`config.mk`:
```
export PLATFORM = sky130hd
export DESIGN_NAME = controle_mostra_sequencia
export DESIGN_NICKNAME = d
export VERILOG_FILES = /design/src/rtl/controle_mostra_sequencia.sv
export SDC_FILE = /design/constraint.sdc
export NUM_CORES = 1
export LEC_CHECK = 0
export ABC_CLOCK_PERIOD_IN_PS = 3000
export BUFFER_PORTS_ARGS = -buffer_cell sky130_fd_sc_hd__buf_2
export CORE_MARGIN = 5
export CORE_UTILIZATION = 38
export CTS_CLUSTER_SIZE = 14
export DETAILED_ROUTE_END_ITERATION = 16
export SYNTH_ARGS = -nofsm -noshare
export SYNTH_HDL_FRONTEND = slang
export SYNTH_SLANG_ARGS = --single-unit
export TNS_END_PERCENT = 1
```
`constraint.sdc`:
```
create_clock -name clock -period 3 [get_ports clock]
set_clock_uncertainty 0.1 [all_clocks]
set_input_delay 0.6 -clock clock [delete_from_list [all_inputs] [get_ports clock]]
set_output_delay 0.6 -clock clock [all_outputs]
set_load 0.02 [all_outputs]
```
`src/rtl/controle_mostra_sequencia.sv`:
```
// ============================================================================
// Module  : controle_mostra_sequencia
// Brief   : Plays the stored game sequence on the LEDs, sweeping the memory
//           read address from 0 up to a round limit latched at start.
// Revision: 1.0
// ============================================================================
`default_nettype none

module controle_mostra_sequencia #(
   parameter int ADDR_W = 4,
   parameter int DATA_W = 4,
   parameter int TMR_W  = 16,
   parameter int T_ON   = 1000,
   parameter int T_OFF  = 500
) (
   input  logic              clock,
   input  logic              reset,
   input  logic              iniciar,
   input  logic              abortar,
   input  logic [ADDR_W-1:0] limite,
   input  logic [DATA_W-1:0] dado,
   output logic [ADDR_W-1:0] endereco,
   output logic [DATA_W-1:0] leds,
   output logic              ocupado,
   output logic              pronto,
   output logic [3:0]        db_estado
);

   typedef enum logic [3:0] {
      OCIOSO  = 4'd0,
      CARREGA = 4'd1,
      ACENDE  = 4'd2,
      APAGA   = 4'd3,
      PROXIMO = 4'd4,
      FIM     = 4'd5
   } state_t;

   localparam logic [TMR_W-1:0] c_ton_last  = TMR_W'(T_ON - 1);
   localparam logic [TMR_W-1:0] c_toff_last = TMR_W'(T_OFF - 1);

   state_t              r_state,    w_state;
   logic [ADDR_W-1:0]   r_endereco, w_endereco;
   logic [DATA_W-1:0]   r_leds,     w_leds;
   logic [TMR_W-1:0]    r_timer,    w_timer;
   logic [ADDR_W-1:0]   r_lim,      w_lim;

   always_ff @(posedge clock or negedge reset) begin
      if (!reset) begin
         r_state    <= OCIOSO;
         r_endereco <= '0;
         r_leds     <= '0;
         r_timer    <= '0;
         r_lim      <= '0;
      end else begin
         r_state    <= w_state;
         r_endereco <= w_endereco;
         r_leds     <= w_leds;
         r_timer    <= w_timer;
         r_lim      <= w_lim;
      end
   end

   always_comb begin
      w_state    = r_state;
      w_endereco = r_endereco;
      w_leds     = r_leds;
      w_timer    = r_timer;
      w_lim      = r_lim;

      case (r_state)
         OCIOSO: begin
            w_endereco = '0;
            w_leds     = '0;
            w_timer    = '0;
            if (iniciar && !abortar) begin
               w_state = CARREGA;
               w_lim   = limite;
            end
         end
         CARREGA: begin
            w_leds  = dado;
            w_timer = '0;
            w_state = ACENDE;
         end
         ACENDE: begin
            if (r_timer == c_ton_last) begin
               w_leds  = '0;
               w_timer = '0;
               w_state = APAGA;
            end else begin
               w_timer = r_timer + TMR_W'(1);
            end
         end
         APAGA: begin
            // Compare before incrementing so the last address never wraps.
            if (r_timer == c_toff_last) begin
               w_timer = '0;
               w_state = (r_endereco == r_lim) ? FIM : PROXIMO;
            end else begin
               w_timer = r_timer + TMR_W'(1);
            end
         end
         PROXIMO: begin
            w_endereco = r_endereco + ADDR_W'(1);
            w_state    = CARREGA;
         end
         FIM: begin
            w_endereco = '0;
            w_state    = OCIOSO;
         end
         default: begin
            w_endereco = '0;
            w_leds     = '0;
            w_timer    = '0;
            w_state    = OCIOSO;
         end
      endcase

      // Abort overrides every transition, including the exit from FIM.
      if (abortar && (r_state != OCIOSO)) begin
         w_state    = OCIOSO;
         w_endereco = '0;
         w_leds     = '0;
         w_timer    = '0;
      end
   end

   assign endereco  = r_endereco;
   assign leds      = r_leds;
   assign db_estado = r_state;
   assign ocupado   = (r_state == CARREGA) || (r_state == ACENDE) ||
                      (r_state == APAGA)   || (r_state == PROXIMO);
   assign pronto    = (r_state == FIM);

endmodule

`default_nettype wire

```
== Yosys cells after proc, flatten, opt, wreduce, memory -nomap -nowiden ==
Index checks and enable logic that the tools add are counted.

* Register bits: 32
* Bits of input ports: 12
* Word-level logic and storage cells: 50
* Output and inout port bits: 14

* Eq/ne operators: 14
* Muxes and demuxes: 15
* Reductions and logical operators: 14
* $add $sub $neg: 2

{| class="wikitable"
|+ Operators with widths
! operator !! number
|-
| $mux W16 || 3
|-
| $pmux W16 S3 || 1
|-
| $mux W4 || 7
|-
| $pmux W4 S5 || 1
|-
| $add A16 B1 Y16 const B || 1
|-
| $eq A16 B10 Y1 const B || 1
|-
| $eq A16 B9 Y1 const B || 1
|-
| $pmux W4 S3 || 1
|-
| $ne A3 B3 Y1 const B || 3
|-
| $eq A4 B2 Y1 const B || 2
|-
| $eq A4 B3 Y1 const B || 2
|-
| $pmux W4 S2 || 1
|-
| $ne A2 B1 Y1 const B || 3
|-
| $reduce_or A3 Y1 || 2
|-
| $add A4 B1 Y4 const B || 1
|-
| $eq A4 B1 Y1 const B || 1
|-
| $eq A4 B4 Y1 || 1
|-
| $logic_not A4 Y1 || 1
|-
| $reduce_and A2 Y1 || 2
|-
| $reduce_bool A4 Y1 || 1
|-
| $logic_or A1 B1 Y1 || 3
|-
| $reduce_and A3 Y1 || 1
|-
| $logic_and A1 B1 Y1 || 2
|-
| $reduce_or A2 Y1 || 1
|-
| other kinds (2) || 2
|}

== Depth between registers and ports, before layout ==
* Word-level depth: 5
* Gate-level depth with buffers: 8
* Mapped depth without buffers: 6

== Least setup slack after synthesis ==
Ideal clock, no wire load.

* Path type: register to output
* Start: register r_state[1], in the netlist db_estado[1]
* End: output ocupado
* Arrival time: 1.327 ns
* Stages on the path, launching flop included: 4
* Data required time: 2.300 ns
* Setup slack: 0.973 ns
* Buffers on the path: 1
* Cell sequence: dfrtp_1 -> clkbuf_1 -> nor2_1 -> xnor2_1

* Longest elaborated chain between the ends: 4
* Elaborated cells between the ends (all ways): 7
* Classes of those cells: eq/ne (4); reduce/logical (3)

{| class="wikitable"
|+ RTL lines
! item !! RTL line !! source
|-
| from (decl) || 41 || <nowiki>state_t r_state, w_state;</nowiki>
|-
| from (signal assigned) || 55 || <nowiki>r_state <= w_state;</nowiki>
|-
| $eq A4 B1 Y1 or $eq A4 B2 Y1 (tied branches) || 131 || <nowiki>assign ocupado = (r_state == CARREGA) || (r_state == ACENDE) ||</nowiki>
|-
| $logic_or A1 B1 Y1 (2 in series) || 131 ||
|-
| $logic_or A1 B1 Y1 * || 132 || <nowiki>(r_state == APAGA) || (r_state == PROXIMO);</nowiki>
|-
| to (decl) || 24 || <nowiki>output logic ocupado,</nowiki>
|}

Every way passes the cells marked *; elsewhere a longest branch is shown, timed or not.

== Worst setup path after layout ==
* Start: register r_timer[0]
* End: register r_timer[2]

* Longest elaborated chain between the ends: 4
* Elaborated cells between the ends (all ways): 7
* Classes of those cells: add/sub (1); eq/ne (2); mux (4)

{| class="wikitable"
|+ RTL lines
! item !! RTL line !! source
|-
| from (decl) || 44 || <nowiki>logic [TMR_W-1:0] r_timer, w_timer;</nowiki>
|-
| from (signal assigned) || 58 || <nowiki>r_timer <= w_timer;</nowiki>
|-
| $add A16 B1 Y16, or another cell as far along || 91, 100 ||
|-
| $mux W16, on equally long branches || 96, 86 ||
|-
| $pmux W16 S3 * || 70 || <nowiki>case (r_state)</nowiki>
|-
| $mux W16 * || 120 || <nowiki>if (abortar && (r_state != OCIOSO)) begin</nowiki>
|}

Marked as above.
A chain may end at the register's enable or synchronous reset.

==> flow_results.org <==
** Floorplan
- In this run the core area contains 24 standard-cell rows.
- For this design the top-level I/O count stands at 26.
- Standard cell core area :: 0.00438 mm²
- The floorplan step defined a die boundary enclosing approximately 0.006 mm².
- The die is 77.3 µm wide.
- Height of the chip :: around 77 µm
- Once the floorplan was initialized, standard cells occupied a little under 40% of the core.

** Timing
- In this run the tightest slew margin relative to its limit is between 30% and 40%.
- Period utilisation layout :: between 80% and 90%
- The hold violation total from the final report is 0.
- The number of max-slew violations in the final report came to 0.
- Setup violations remaining at the end of the flow were counted as 0.
- Worst-Margin Slew :: between 1 and 1.5 ns
- For the finished layout, the period the worst path requires is 2.48 ns.
- Max Fclk :: between 400 and 500 MHz
- Setup repair after global routing missed its margin :: false
- Adding up every negative setup slack in the final design gives 0 ns.

** Clock tree
- The tree is rooted in a sky130_fd_sc_hd__clkbuf_8.
- The later pin in the worst-skew pair is clocked with a latency of approximately 0.28 ns.
- Cts bufs inserted :: 5
- Number of post-CTS setup repair buffers :: 0
- Number of sinks driven by the clock tree :: 31
- H-tree levels :: 2
- After clock tree synthesis, the clock-pin slew on the worst setup and hold paths is ~0.060 ns.
- The clock passes through at most 2 buffers.
- Number of buffers inserted for hold repair after clock tree synthesis :: 0
- TritonCTS built the clock tree.
- Cts repair resizes :: 0

** Route
- After the first detailed-routing iteration, the DRC count stood at between 60 and 70.
- Post-detailed-route via-to-cell ratio :: 5.63
- Post-detailed-route wirelength per cell :: 13.8 µm
- The detail route stage leaves a number of antenna-violating nets equal to 0.
- Detailed-route wire length :: roughly 3500 µm
- In the routed design, unresolved DRC markers number 0.
- Total number of vias :: 1412
- For this run, the detailed router's first-pass iteration total came to 4.

** Worst setup path
- Largest fanout on the critical path :: 29
- Class of the most critical setup path :: flop to flop
- The critical path goes through ha_1 > nor4b_2 > nand4_1 > a32o_1 > or2b_1 > a31oi_1.
- Crit-path slowest cell :: sky130_fd_sc_hd__a32o_1
- The worst register-to-register path begins at r_timer[0]$_DFFE_PN0P_.
- Data required time of the critical path :: slightly above 3 ns
- In this run the critical register-to-register path is captured at r_timer[2]$_DFFE_PN0P_.
- STA classifies the critical path endpoint as a flop.
- Max incr delay on CP :: just under 0.9 ns
- The setup check on the worst reg-to-reg path leaves a slack of 0.52 ns.
- At the worst endpoint, the arrival time is roughly 2.6 ns.
- STA classifies the critical path startpoint as a flop.
- The number of cells on the worst reg-to-reg path is 6.

** Placement
- I/O Buffers :: 24
- The congestion estimate from routability-driven global placement came to between 0.7 and 0.8.
- Once detailed placement completed, the half-perimeter wirelength came to 2410 µm.

** Global route
- Grt ovf :: 0
- Overall Global Routing Usage :: roughly an eighth
- The number of antenna violations at the first check in global routing is 0.
- Wire length of the first global-routing pass :: 6020 µm
- Entering global routing, the biggest net connects 32 pins.
- Via count of the first global-routing pass :: between 1000 and 1500

** Synthesis
- After synthesis, the mean cell area works out to ~9.5 µm².
- Ys Warns :: 0
- Share of flip-flops with an asynchronous set or reset after synthesis :: 100%
- In the synthesized netlist the dominant register cell turns out to be sky130_fd_sc_hd__dfrtp_1.
- Number of synthesized flops with an enable pin :: 0
- Synthesis instantiated 40 different standard cells from the library.
- In this run the cell area of the synthesized design comes to approximately 0.0017 mm².
- Number of flip-flops and latches in the synthesized netlist :: 31
- Synthesis produced 181 cells.
- Net count after synthesis :: 195
- Portion of the post-synthesis area used by sequential elements :: a little under half

** Power and ir drop
- Clock power frac :: about 29%
- Pwr Density :: 525 mW/mm²
- Of the total power, combinational logic draws between 20% and 30%.
- Power Internal :: slightly above 0.0007 W
- In this run switching power makes up between 20% and 30% of total power.
- Share of total power in sequential cells :: around half
- Switching pwr :: about 0.00029 W
- Leak pwr :: ~0.85 nW
- The worst-case IR drop observed on VDD is between 0.00015 and 0.0002 V.

** Hold path
- The min-delay analysis places its worst path in the category primary input to asynchronous set/reset pin.

** Final layout
- The library cell used most frequently in the layout, excluding fill and tap cells, is sky130_fd_sc_hd__dfrtp_1.
- The area growth from synthesis to layout is 10.7%.
- In the final design database the tool counted 214 nets.
- Final design utilization :: between 40 and 50%
- After filler insertion, the fill cell instance count of the layout stands at between 400 and 500.
- Share of final-layout standard cells stronger than drive strength 1 :: between 10% and 20%
- Antenna fix cells :: 0
- Commonest cells after routing, fill and taps aside :: 31 x sky130_fd_sc_hd__dfrtp_1, 24 x sky130_fd_sc_hd__buf_2, 16 x sky130_fd_sc_hd__nor2_1, 11 x sky130_fd_sc_hd__a21oi_1

** Job
- Max-cap violations in this run came to 0.

** Status
- The flow ran to the end, and the final reports show no timing, DRC or antenna violations.
[sequential cells by signal, summed over array words and instances, names as in the netlist]
signal	flops
db_estado	3
endereco	4
leds	4
r_lim	4
r_timer	16
[metal layers]
layer / GRT usage (%) / part of all wire, % / wire length [µm] / vias to the layer above
met5: 0 / 0 / 0 / -
met4: 4.30 / 1.2 / 40 / 0
met2: 17.8 / 44 / 1520 / 31
met1: 16.7 / 49 / 1680 / 672
met3: 4.51 / 6.3 / 218 / 6
li1: - / - / - / 703
[stage by stage]
| stage | instances | area, µm² | setup WS (ns) | power, W | hold WS [ns] |
|---|---|---|---|---|---|
| 4_1_cts | 251 | 1910 | 0.511 | 0.00102 | 0.284 |
| 3_5_place_dp | 245 | 1830 | 0.471 | 0.000722 | 0.387 |
| 3_3_place_gp | 245 | 1830 | 0.542 | 0.000717 | 0.388 |
| 6_report | 251 | 1910 | 0.523 | 0.00100 | 0.255 |
| 2_1_floorplan | 181 | 1720 | 0.973 | 0.000666 | 0.204 |
| 5_1_grt | 251 | 1910 | 0.304 | 0.00106 | 0.335 |
[power by group through the flow]
| stage | combinational [W] | clock [W] | sequential, W |
|---|---|---|---|
| floorplan | 0.000163 | 0 | 0.000504 |
| global placement | 0.000212 | 0 | 0.000505 |
| detailed placement | 0.000216 | 0 | 0.000506 |
| CTS | 0.000216 | 0.000303 | 0.000498 |
| global route | 0.000237 | 0.000319 | 0.000505 |
| finish | 0.000212 | 0.000290 | 0.000498 |
[cell usage after synthesis (2+ instances only)]
| cell | number | share of area [%] |
|---|---|---|
| sky130_fd_sc_hd__a21oi_1 | 11 | 3.2 |
| sky130_fd_sc_hd__xor2_1 | 5 | 2.5 |
| sky130_fd_sc_hd__a32o_1 | 2 | 1.2 |
| sky130_fd_sc_hd__o21ai_0 | 4 | 1.2 |
| sky130_fd_sc_hd__buf_2 | 2 | 0.58 |
| sky130_fd_sc_hd__and4_1 | 2 | 1.0 |
| sky130_fd_sc_hd__a21oi_2 | 2 | 1.0 |
| sky130_fd_sc_hd__dfrtp_1 | 31 | 45 |
| sky130_fd_sc_hd__a22o_1 | 8 | 4.1 |
| sky130_fd_sc_hd__nand3_1 | 10 | 2.9 |
| sky130_fd_sc_hd__nor3b_1 | 4 | 1.7 |
| sky130_fd_sc_hd__nor3_1 | 6 | 1.7 |
| sky130_fd_sc_hd__a31oi_1 | 9 | 3.3 |
| sky130_fd_sc_hd__nand4_1 | 8 | 2.9 |
| sky130_fd_sc_hd__a41oi_1 | 3 | 1.5 |
| sky130_fd_sc_hd__xnor2_1 | 3 | 1.5 |
| sky130_fd_sc_hd__nor4_1 | 4 | 1.5 |
| sky130_fd_sc_hd__mux2_2 | 4 | 2.6 |
| sky130_fd_sc_hd__inv_1 | 6 | 1.3 |
| sky130_fd_sc_hd__nor2_1 | 16 | 3.5 |
| sky130_fd_sc_hd__a21o_1 | 2 | 0.87 |
| sky130_fd_sc_hd__and3_1 | 2 | 0.73 |
| sky130_fd_sc_hd__clkbuf_1 | 7 | 1.5 |
| sky130_fd_sc_hd__ha_1 | 2 | 1.5 |
| sky130_fd_sc_hd__nand2_1 | 10 | 2.2 |
| sky130_fd_sc_hd__buf_6 | 4 | 2.6 |
[layout make-up]
class / instances / area [µm²] / area share [%]
repair buffers: 26 / 135 / 7.09
multi-input cells: 130 / 836 / 43.8
inverters: 6 / 22.5 / 1.18
well taps: 52 / 65.1 / 3.41
clock buffers: 6 / 72.6 / 3.81
flip-flops and latches: 31 / 776 / 40.7
[critical path, delay by kind of cell, from the launching register on]
family	cells	cell delay, ns
AOI/OAI and AO/OA	2	1.02
and+or+nand+nor	3	0.59
DFF	1	0.41
adders and majority gates	1	0.27
[how the worst max path moves through the flow]
| stage | startpoint | endpoint | cells after the start |
|---|---|---|---|
| after global placement | abortar | r_timer[2]$_DFFE_PN0P_ | 5 |
| after CTS | r_timer[0]$_DFFE_PN0P_ | r_timer[5]$_DFFE_PN0P_ | 6 |
| final | r_timer[0]$_DFFE_PN0P_ | r_timer[2]$_DFFE_PN0P_ | 6 |
| after global routing | r_timer[0]$_DFFE_PN0P_ | r_timer[5]$_DFFE_PN0P_ | 6 |
| after floorplan | db_estado[1]$_DFFE_PN0P_ | ocupado | 3 |
| after detailed placement | abortar | r_timer[2]$_DFFE_PN0P_ | 5 |
[kinds of logic after synthesis]
logic type                 after synthesis  share of synthesized area, %
other                                    1                         0.218
AOI/OAI and AO/OA                       44                          17.5
adders and majority gates                2                          1.45
muxes                                    5                          3.20
DFF                                     31                          45.0
buffers and inverters                   20                          6.46
and+or+nand+nor                         70                          22.1
xor gates and xnor gates                 8                          4.07
No activity file was read; power rests on OpenSTA's default activity.
